## src/rtl/ip_param_ctrl.sv

```systemverilog
// Ping-pong control for the FC weight double buffer: tracks the fill, full and read
// state of both halves and sequences read addresses to the inner-product MAC array.
module ip_param_ctrl #(
    parameter int FW = 32,
    parameter int WL = 288,
    parameter int AW = 9
) (
    input  logic          clk_i,
    input  logic          rstn_i,
    input  logic          layer_start_i,
    input  logic [15:0]   num_vec_i,
    input  logic          wr_buf_done_i,
    output logic          wr_buf_sel_o,
    output logic          wr_ready_o,
    output logic [1:0]    param_buf_full_o,
    output logic [1:0]    param_buf_busy_o,
    output logic [AW-1:0] ip_buf_addr_o,
    input  logic          ip_ready_i,
    output logic          ip_param_valid_o,
    output logic          ip_last_o,
    output logic          ip_vec_done_o,
    output logic          layer_done_o,
    input  logic [FW-1:0] buf_rdata_i,
    output logic [FW-1:0] ip_param_o
);

    typedef enum logic [1:0] {
        ST_IDLE = 2'd0,
        ST_RD   = 2'd1,
        ST_REL  = 2'd2
    } state_t;

    localparam logic [AW-1:0] ADDR_LAST = AW'(WL - 1);

    state_t        r_state;
    state_t        w_state_nxt;
    logic          r_wr_sel;
    logic          r_rd_sel;
    logic          r_active;
    logic [1:0]    r_full;
    logic [1:0]    r_busy;
    logic [AW-1:0] r_addr;
    logic [15:0]   r_vec_cnt;
    logic [15:0]   r_wr_cnt;
    logic [15:0]   r_num_vec;

    logic          w_start;
    logic          w_wr_accept;
    logic          w_rd_start;
    logic          w_beat;
    logic          w_addr_last;
    logic          w_rel;
    logic          w_layer_end;
    logic [15:0]   w_vec_cnt_inc;
    logic [1:0]    w_set_mask;
    logic [1:0]    w_clr_mask;
    logic [1:0]    w_full_nxt;

    // A start pulse during an active layer is dropped; a done pulse onto a full half is dropped.
    assign w_start       = layer_start_i & ~r_active;
    assign w_wr_accept   = r_active & wr_buf_done_i & ~r_full[r_wr_sel];
    assign w_rd_start    = (r_state == ST_IDLE) & r_active & r_full[r_rd_sel];
    assign w_beat        = (r_state == ST_RD) & ip_ready_i;
    assign w_addr_last   = (r_addr == ADDR_LAST);
    assign w_rel         = (r_state == ST_REL);
    assign w_vec_cnt_inc = r_vec_cnt + 16'd1;
    assign w_layer_end   = w_rel & (w_vec_cnt_inc == r_num_vec);

    // Set and release always target different halves, so both masks apply in one edge.
    assign w_set_mask = w_wr_accept ? (r_wr_sel ? 2'b10 : 2'b01) : 2'b00;
    assign w_clr_mask = w_rel       ? (r_rd_sel ? 2'b10 : 2'b01) : 2'b00;
    assign w_full_nxt = (r_full | w_set_mask) & ~w_clr_mask;

    assign wr_buf_sel_o     = r_wr_sel;
    assign wr_ready_o       = r_active & ~r_full[r_wr_sel] & (r_wr_cnt < r_num_vec);
    assign param_buf_full_o = r_full;
    assign param_buf_busy_o = r_busy;
    assign ip_buf_addr_o    = (r_busy != 2'b00) ? r_addr : {AW{1'b0}};
    assign ip_param_o       = buf_rdata_i;

    // Read FSM state register.
    always_ff @(posedge clk_i or negedge rstn_i) begin
        if (!rstn_i) begin
            r_state <= ST_IDLE;
        end else begin
            r_state <= w_state_nxt;
        end
    end

    // Read FSM next-state logic.
    always_comb begin
        w_state_nxt = r_state;
        case (r_state)
            ST_IDLE: w_state_nxt = w_rd_start ? ST_RD : ST_IDLE;
            ST_RD:   w_state_nxt = (w_beat & w_addr_last) ? ST_REL : ST_RD;
            ST_REL:  w_state_nxt = ST_IDLE;
            default: w_state_nxt = ST_IDLE;
        endcase
    end

    // Read FSM outputs; the buffer is read combinationally so valid tracks ready directly.
    always_comb begin
        ip_param_valid_o = 1'b0;
        ip_last_o        = 1'b0;
        ip_vec_done_o    = 1'b0;
        layer_done_o     = 1'b0;
        case (r_state)
            ST_RD: begin
                ip_param_valid_o = ip_ready_i;
                ip_last_o        = ip_ready_i & w_addr_last;
            end
            ST_REL: begin
                ip_vec_done_o = 1'b1;
                layer_done_o  = w_layer_end;
            end
            default: begin
                ip_param_valid_o = 1'b0;
                ip_last_o        = 1'b0;
            end
        endcase
    end

    // Half bookkeeping, layer counters and read address.
    always_ff @(posedge clk_i or negedge rstn_i) begin
        if (!rstn_i) begin
            r_wr_sel  <= 1'b0;
            r_rd_sel  <= 1'b0;
            r_active  <= 1'b0;
            r_full    <= 2'b00;
            r_busy    <= 2'b00;
            r_addr    <= {AW{1'b0}};
            r_vec_cnt <= 16'd0;
            r_wr_cnt  <= 16'd0;
            r_num_vec <= 16'd0;
        end else if (w_start) begin
            r_active  <= 1'b1;
            r_vec_cnt <= 16'd0;
            r_wr_cnt  <= 16'd0;
            r_wr_sel  <= 1'b0;
            r_rd_sel  <= 1'b0;
            r_full    <= 2'b00;
            r_num_vec <= num_vec_i;
        end else begin
            r_full <= w_full_nxt;
            if (w_wr_accept) begin
                r_wr_sel <= ~r_wr_sel;
                r_wr_cnt <= r_wr_cnt + 16'd1;
            end
            if (w_rd_start) begin
                r_busy[r_rd_sel] <= 1'b1;
                r_addr           <= {AW{1'b0}};
            end else if (w_beat & ~w_addr_last) begin
                r_addr <= r_addr + {{(AW-1){1'b0}}, 1'b1};
            end
            if (w_rel) begin
                r_busy    <= 2'b00;
                r_rd_sel  <= ~r_rd_sel;
                r_vec_cnt <= w_vec_cnt_inc;
                if (w_layer_end) begin
                    r_active <= 1'b0;
                end
            end
        end
    end

endmodule

```

## config.mk

```make
export PLATFORM = sky130hd
export DESIGN_NAME = ip_param_ctrl
export DESIGN_NICKNAME = d
export VERILOG_FILES = /design/src/rtl/ip_param_ctrl.sv
export SDC_FILE = /design/constraint.sdc
export NUM_CORES = 1
export LEC_CHECK = 0
export CORE_UTILIZATION = 30
export CTS_CLUSTER_DIAMETER = 40
export CTS_CLUSTER_SIZE = 25
export DETAILED_ROUTE_END_ITERATION = 10
export PLACE_DENSITY = 0.61
export SETUP_SLACK_MARGIN = 0.2
export SKIP_CTS_REPAIR_TIMING = 1
export SLEW_MARGIN = 20
export SYNTH_ARGS = -nofsm -noshare
export SYNTH_HDL_FRONTEND = slang
export SYNTH_SLANG_ARGS = --single-unit
```

## constraint.sdc

```tcl
create_clock -name clk_i -period 3.9 [get_ports clk_i]
set_input_delay 0.39 -clock clk_i [delete_from_list [all_inputs] [get_ports clk_i]]
set_output_delay 0.39 -clock clk_i [all_outputs]
set_load 0.01 [all_outputs]
```

==> impl_metrics.env, run 1 <==
export IMPL_synth_top_family_by_area="simple AND/OR/NAND/NOR gates"
export IMPL_clk_latency_ns=0.33
export IMPL_cts_tree="built"
export IMPL_ys_warn_count=0
export IMPL_place_congestion=0.883
export IMPL_drcViolationCount=0
export IMPL_initial_core_util=0.306
export IMPL_yosys_top_cells_area="dfrtp_1 (39%), buf_4 (6.4%), xor2_1 (5.8%)"
export IMPL_seq_area_frac_synth=0.390
export IMPL_grt_util_all_layers=0.139
export IMPL_async_flop_share=1.00
export IMPL_setup_tns_final_ns=0
export IMPL_die_area_um2=14600
export IMPL_synthToLayoutAreaGrowth_pct=14.3
export IMPL_regArea_um2=1650
export IMPL_grt_max_degree=43
export IMPL_drv_slew=0
export IMPL_switching_share=0.304
export IMPL_synthAdderAreaFrac=0.0532
export IMPL_die_x_um=121
export IMPL_worstPathMaxFanout=13
export IMPL_power_internal_mw=1.59
export IMPL_holdWs_ns=0.224
export IMPL_netlist_area_um2=4230
export IMPL_power_density_nw_per_um2=471
export IMPL_seq_power_share=0.403
export IMPL_synth_avg_cell_area_um2=9.12
export IMPL_clockBufferDepth=2
export IMPL_period_needed_ns=3.26
export IMPL_synth_edf_count=0
export IMPL_grt_antenna_before_repair=0
export IMPL_pre_cts_slack_ns=0.959
export IMPL_cts_sinks=66
export IMPL_ir_drop_uv=231
export IMPL_p_comb_frac=0.250
export IMPL_ant_nets=0
export IMPL_grt_ovfl_total=0
export IMPL_status="finished, final reports clean"
export IMPL_power_switching_mw=0.692
export IMPL_cts_clk_slew_worst_paths_ns=0.05
export IMPL_core_area_um2=13800
export IMPL_tightest_slew_ns=0.964
export IMPL_cts_buffers_inserted=9
export IMPL_synth_top_area_frac=0.390
export IMPL_setup_slack_ns=0.637
export IMPL_leakagePower_nw=2.12
export IMPL_finalCritPeriodShare=0.837
export IMPL_netlist_cell_type_count=57
export IMPL_synth_compound_area_share=0.105
export IMPL_dp_hpwl_um=7250
export IMPL_fill_cells=1418
export IMPL_rsz0062_at_grt="no"
export IMPL_cp_end_kind="primary output"
export IMPL_synth_xor_area_frac=0.106
export IMPL_num_rows=43
export IMPL_clock_skew_ns=0.00729
export IMPL_die_h_um=121
export IMPL_vias=3233
export IMPL_drtPass1Iterations=5
export IMPL_io_pins=104
export IMPL_syn_inst=464
export IMPL_synth_mux_area_frac=0.0180
export IMPL_synth_flop_cell="dfrtp_1"
export IMPL_final_layout_size_suffix_gt1_frac=0.0803
export IMPL_drv_cap=0
export IMPL_grt_pass1_wl_um=15900
export IMPL_wl_um=9560
export IMPL_drtIter0Drc=171
export IMPL_io_buffer_count=39
export IMPL_p_clk_frac=0.347
export IMPL_slew_headroom=0.357
export IMPL_grt_pass1_vias=3254
export IMPL_fin_nets=540
export IMPL_yosysTopAreaCell="dfrtp_1"
export IMPL_synth_most_common_cell="dfrtp_1"
export IMPL_max_freq_mhz=306
export IMPL_cp_required_ns=3.51
export IMPL_diodes=0
export IMPL_layout_cells_non_filler=653
export IMPL_hold_viol=0
export IMPL_startpoint_type="flip-flop"
export IMPL_final_util=0.350
export IMPL_synth_simple_area_share=0.230
export IMPL_synthTopCellsByCount="dfrtp_1 (66), nor2_1 (52), nand2_1 (41)"
export IMPL_ys_ff_latch=66
export IMPL_dp_cells=638
export IMPL_multi_input_area_um2=2170
export IMPL_h_tree_depth=3
export IMPL_setup_viol=0
export IMPL_arrival_ns=2.87
export IMPL_syn_nets=535
export IMPL_routedWlPerCell_um=14.6
export IMPL_hold_path_class="input port to asynchronous set/reset pin"
export IMPL_critPathKind="flip-flop to primary output"
export IMPL_cts_root_buf="clkbuf_16"
export IMPL_vias_per_cell=4.95
## registers in the layout, indices dropped and copies added, names as in the netlist
signal,cells
r_num_vec,16
r_vec_cnt,16
r_wr_cnt,16
r_addr,9
param_buf_busy_o,2
param_buf_full_o,2
r_state,2
r_active,1
r_rd_sel,1
wr_buf_sel_o,1
## metrics by stage
stage          power, mW  cell area [um2]
2_1_floorplan       1.30             4230
3_3_place_gp        1.48             4550
3_5_place_dp        1.50             4550
4_1_cts             2.30             4840
5_1_grt             2.40             4840
6_report            2.28             4840
## worst max-delay path, stage by stage, from the launching register on
cell and delay [ns]:
dfrtp_1 0.40, nand2b_1 0.35, inv_1 0.41, o2111ai_1 0.21, nor4_1 0.29, nand3_1 0.09, and4b_1 0.26, clkdlybuf4s50_1 0.54
## final cells by class
cell class                 count  share of cell area
clock buffer                  12              0.0509
tap                          180              0.0465
timing repair buffer          43              0.0859
sequential                    66               0.341
multi-input combinational    326               0.449
clock inverter                 3             0.00828
inverter                      23              0.0178
## cell families (layout without fill, tap and decap cells)
kind of cell | after synthesis | count (layout)
AOI/OAI and AO/OA | 71 | 71
xor gates and xnor gates | 51 | 51
adders and majority gates | 18 | 18
buffers and inverters | 72 | 81
muxes | 7 | 7
and+or+nand+nor | 179 | 179
DFF | 66 | 66
## power groups by stage
stage	Clock, mW	Sequential (mW)	Combinational, mW
5_1_grt	0.834	0.935	0.635
2_1_floorplan	0	0.892	0.403
3_3_place_gp	0	0.922	0.556
3_5_place_dp	0	0.929	0.575
4_1_cts	0.805	0.918	0.578
6_report	0.790	0.918	0.569
## placed cells by master, fill, tap and decap left out, types with 2 or more instances in the layout
master / n
dfrtp_1: 66
nor2_1: 52
nand2_1: 41
clkdlybuf4s50_1: 38
xor2_1: 28
o21ai_0: 26
inv_1: 23
xnor2_1: 23
nand3_1: 19
ha_1: 18
a21oi_1: 12
clkbuf_16: 9
and3_1: 8
a21o_1: 8
nand2b_1: 7
or3_1: 7
nor2b_1: 5
nand4_1: 5
nor3_1: 5
a31oi_1: 5
nor4_2: 5
mux2i_1: 4
a211oi_1: 4
buf_4: 4
o21bai_1: 3
and4_1: 3
nand4_2: 3
o211ai_1: 2
mux2_2: 2
nor4_1: 2
and2_1: 2
o21ai_1: 2
clkbuf_1: 2
clkinv_2: 2
## final timing paths
path	start	slack (ns)	depth (start not counted)	end
worst max-delay path	r_state[0]$_DFF_PN0_	0.64	7	layer_done_o
worst min-delay path	rstn_i	0.22	1	r_state[1]$_DFF_PN0_
worst max register to register	r_active$_DFFE_PN0P_	1.45	7	r_addr[5]$_DFFE_PN0P_
worst min register to register	r_addr[1]$_DFFE_PN0P_	0.54	2	r_addr[1]$_DFFE_PN0P_
max in group asynchronous	rstn_i	2.78	2	param_buf_full_o[0]$_DFF_PN0_
min in group clk_i	r_addr[1]$_DFFE_PN0P_	0.54	2	r_addr[1]$_DFFE_PN0P_
## metal layers
| metal | vias up | routed length, um | GRT usage |
|---|---|---|---|
| li1 | 1570 | - | - |
| met4 | 0 | 200 | 0.0679 |
| met3 | 22 | 326 | 0.0208 |
| met5 | - | 0 | 0 |
| met2 | 77 | 4820 | 0.234 |
| met1 | 1564 | 4220 | 0.173 |
No activity file was read; power rests on OpenSTA's default activity.
==> inputs of run 2 (changes only) <==
==> constraint.sdc (replaced) <==
create_clock -name clk_i -period 3.4 [get_ports clk_i]
set_input_delay 0.34 -clock clk_i [delete_from_list [all_inputs] [get_ports clk_i]]
set_output_delay 0.34 -clock clk_i [all_outputs]
set_load 0.01 [all_outputs]
==> impl_metrics.env, run 2 (same netlist as run 1, synthesis figures left out) <==
export IMPL_routedWlPerCell_um=14.5
export IMPL_place_congestion=0.903
export IMPL_rsz0062_at_grt="no"
export IMPL_max_stage_delay_ns=0.56
export IMPL_io_buffer_count=39
export IMPL_core_area_um2=13800
export IMPL_leakagePower_nw=2.13
export IMPL_fin_nets=542
export IMPL_h_tree_depth=3
export IMPL_wl_um=9510
export IMPL_initial_core_util=0.306
export IMPL_drtPass1Iterations=4
export IMPL_worstPathMaxFanout=7
export IMPL_vias=3244
export IMPL_vias_per_cell=4.95
export IMPL_crit_chain="nand3_2 > nor3_4 > nand3_1 > xnor2_1 > nor4_2 > and4b_1 > clkdlybuf4s50_1"
export IMPL_ir_drop_uv=233
export IMPL_drv_cap=0
export IMPL_period_needed_ns=3.04
export IMPL_num_rows=43
export IMPL_cp_end_kind="primary output"
export IMPL_grt_pass1_vias=3196
export IMPL_layout_common_cells="dfrtp_1 (63), nor2_1 (52), nand2_1 (41)"
export IMPL_ant_nets=0
export IMPL_grt_pass1_wl_um=15600
export IMPL_cp_required_ns=3.06
export IMPL_synthToLayoutAreaGrowth_pct=15.0
export IMPL_drv_slew=0
export IMPL_cpMaxStageDelayCell="clkdlybuf4s50_1"
export IMPL_io_pins=104
export IMPL_cp_buffers_inverters=1
export IMPL_die_area_um2=14600
export IMPL_reg_top3="r_num_vec x16, r_vec_cnt x16, r_wr_cnt x16"
export IMPL_hold_viol=0
export IMPL_cts_clk_slew_worst_paths_ns=0.06
export IMPL_cts_buffers_inserted=9
export IMPL_clockBufferDepth=2
export IMPL_cts_sinks=66
export IMPL_slew_headroom=0.433
export IMPL_clk_latency_ns=0.33
export IMPL_drtIter0Drc=131
export IMPL_finalCritPeriodShare=0.894
export IMPL_cp_top_family="simple AND/OR/NAND/NOR gates"
export IMPL_hold_path_class="input port to asynchronous set/reset pin"
export IMPL_status="finished, final reports clean"
export IMPL_tightest_slew_ns=0.850
export IMPL_grt_util_all_layers=0.137
export IMPL_diodes=0
export IMPL_die_x_um=121
export IMPL_final_util=0.352
export IMPL_setup_viol=0
export IMPL_clock_skew_ns=0.00781
export IMPL_final_layout_size_suffix_gt1_frac=0.0947
export IMPL_layout_commonest_cell="dfrtp_1"
export IMPL_drcViolationCount=0
export IMPL_grt_antenna_before_repair=0
export IMPL_dp_hpwl_um=6960
export IMPL_critPathKind="flip-flop to primary output"
export IMPL_grt_ovfl_total=0
export IMPL_holdWs_ns=0.202
export IMPL_cts_tree="built"
export IMPL_die_h_um=121
export IMPL_startpoint_type="flip-flop"
export IMPL_cts_root_buf="clkbuf_16"
export IMPL_setup_tns_final_ns=0
export IMPL_arrival_ns=2.70
export IMPL_grt_max_degree=67
export IMPL_max_freq_mhz=329
export IMPL_power_density_nw_per_um2=535
==> run 2: layout make-up <==
| type | instances | area, um2 |
|---|---|---|
| clock inverter | 3 | 40.0 |
| sequential | 66 | 1660 |
| timing repair buffer | 45 | 430 |
| tap | 180 | 225 |
| fill | 1392 | 8960 |
| clock buffer | 12 | 246 |
| multi-input combinational | 326 | 2180 |
| inverter | 23 | 86.3 |
==> run 2: per-stage QoR <==
| step | instances | worst slack [ns] | power (mW) | cell area (um2) |
|---|---|---|---|---|
| 2_1_floorplan | 464 | 1.34 | 1.49 | 4230 |
| 3_3_place_gp | 640 | 0.677 | 1.70 | 4570 |
| 3_5_place_dp | 640 | 0.606 | 1.71 | 4570 |
| 4_1_cts | 655 | 0.250 | 2.63 | 4850 |
| 5_1_grt | 655 | 0.200 | 2.76 | 4870 |
| 6_report | 655 | 0.360 | 2.61 | 4870 |
==> run 2: worst paths after layout <==
path | endpoint | cells after the start | from | slack, ns
max | layer_done_o | 7 | r_vec_cnt[6]$_DFFE_PN0P_ | 0.36
max reg2reg | r_addr[0]$_DFFE_PN0P_ | 5 | r_addr[0]$_DFFE_PN0P_ | 1.13
min in group clk_i | r_addr[1]$_DFFE_PN0P_ | 2 | r_addr[1]$_DFFE_PN0P_ | 0.54
max in group asynchronous | r_vec_cnt[8]$_DFFE_PN0P_ | 2 | rstn_i | 2.59
min reg2reg | r_addr[1]$_DFFE_PN0P_ | 2 | r_addr[1]$_DFFE_PN0P_ | 0.54
min | r_addr[8]$_DFFE_PN0P_ | 2 | rstn_i | 0.20
==> run 2: report_power, final <==
part	total, mW	switching [mW]	internal, mW
registers	1.05	0.148	0.905
logic	0.646	0.313	0.332
clock network	0.907	0.326	0.581
total	2.61	0.787	1.82
==> run 2: layer usage <==
layer | global-route usage | wire length (um)
met1 | 0.176 | 4300
met2 | 0.216 | 4600
met3 | 0.0354 | 386
met4 | 0.0610 | 222
met5 | 0 | 0
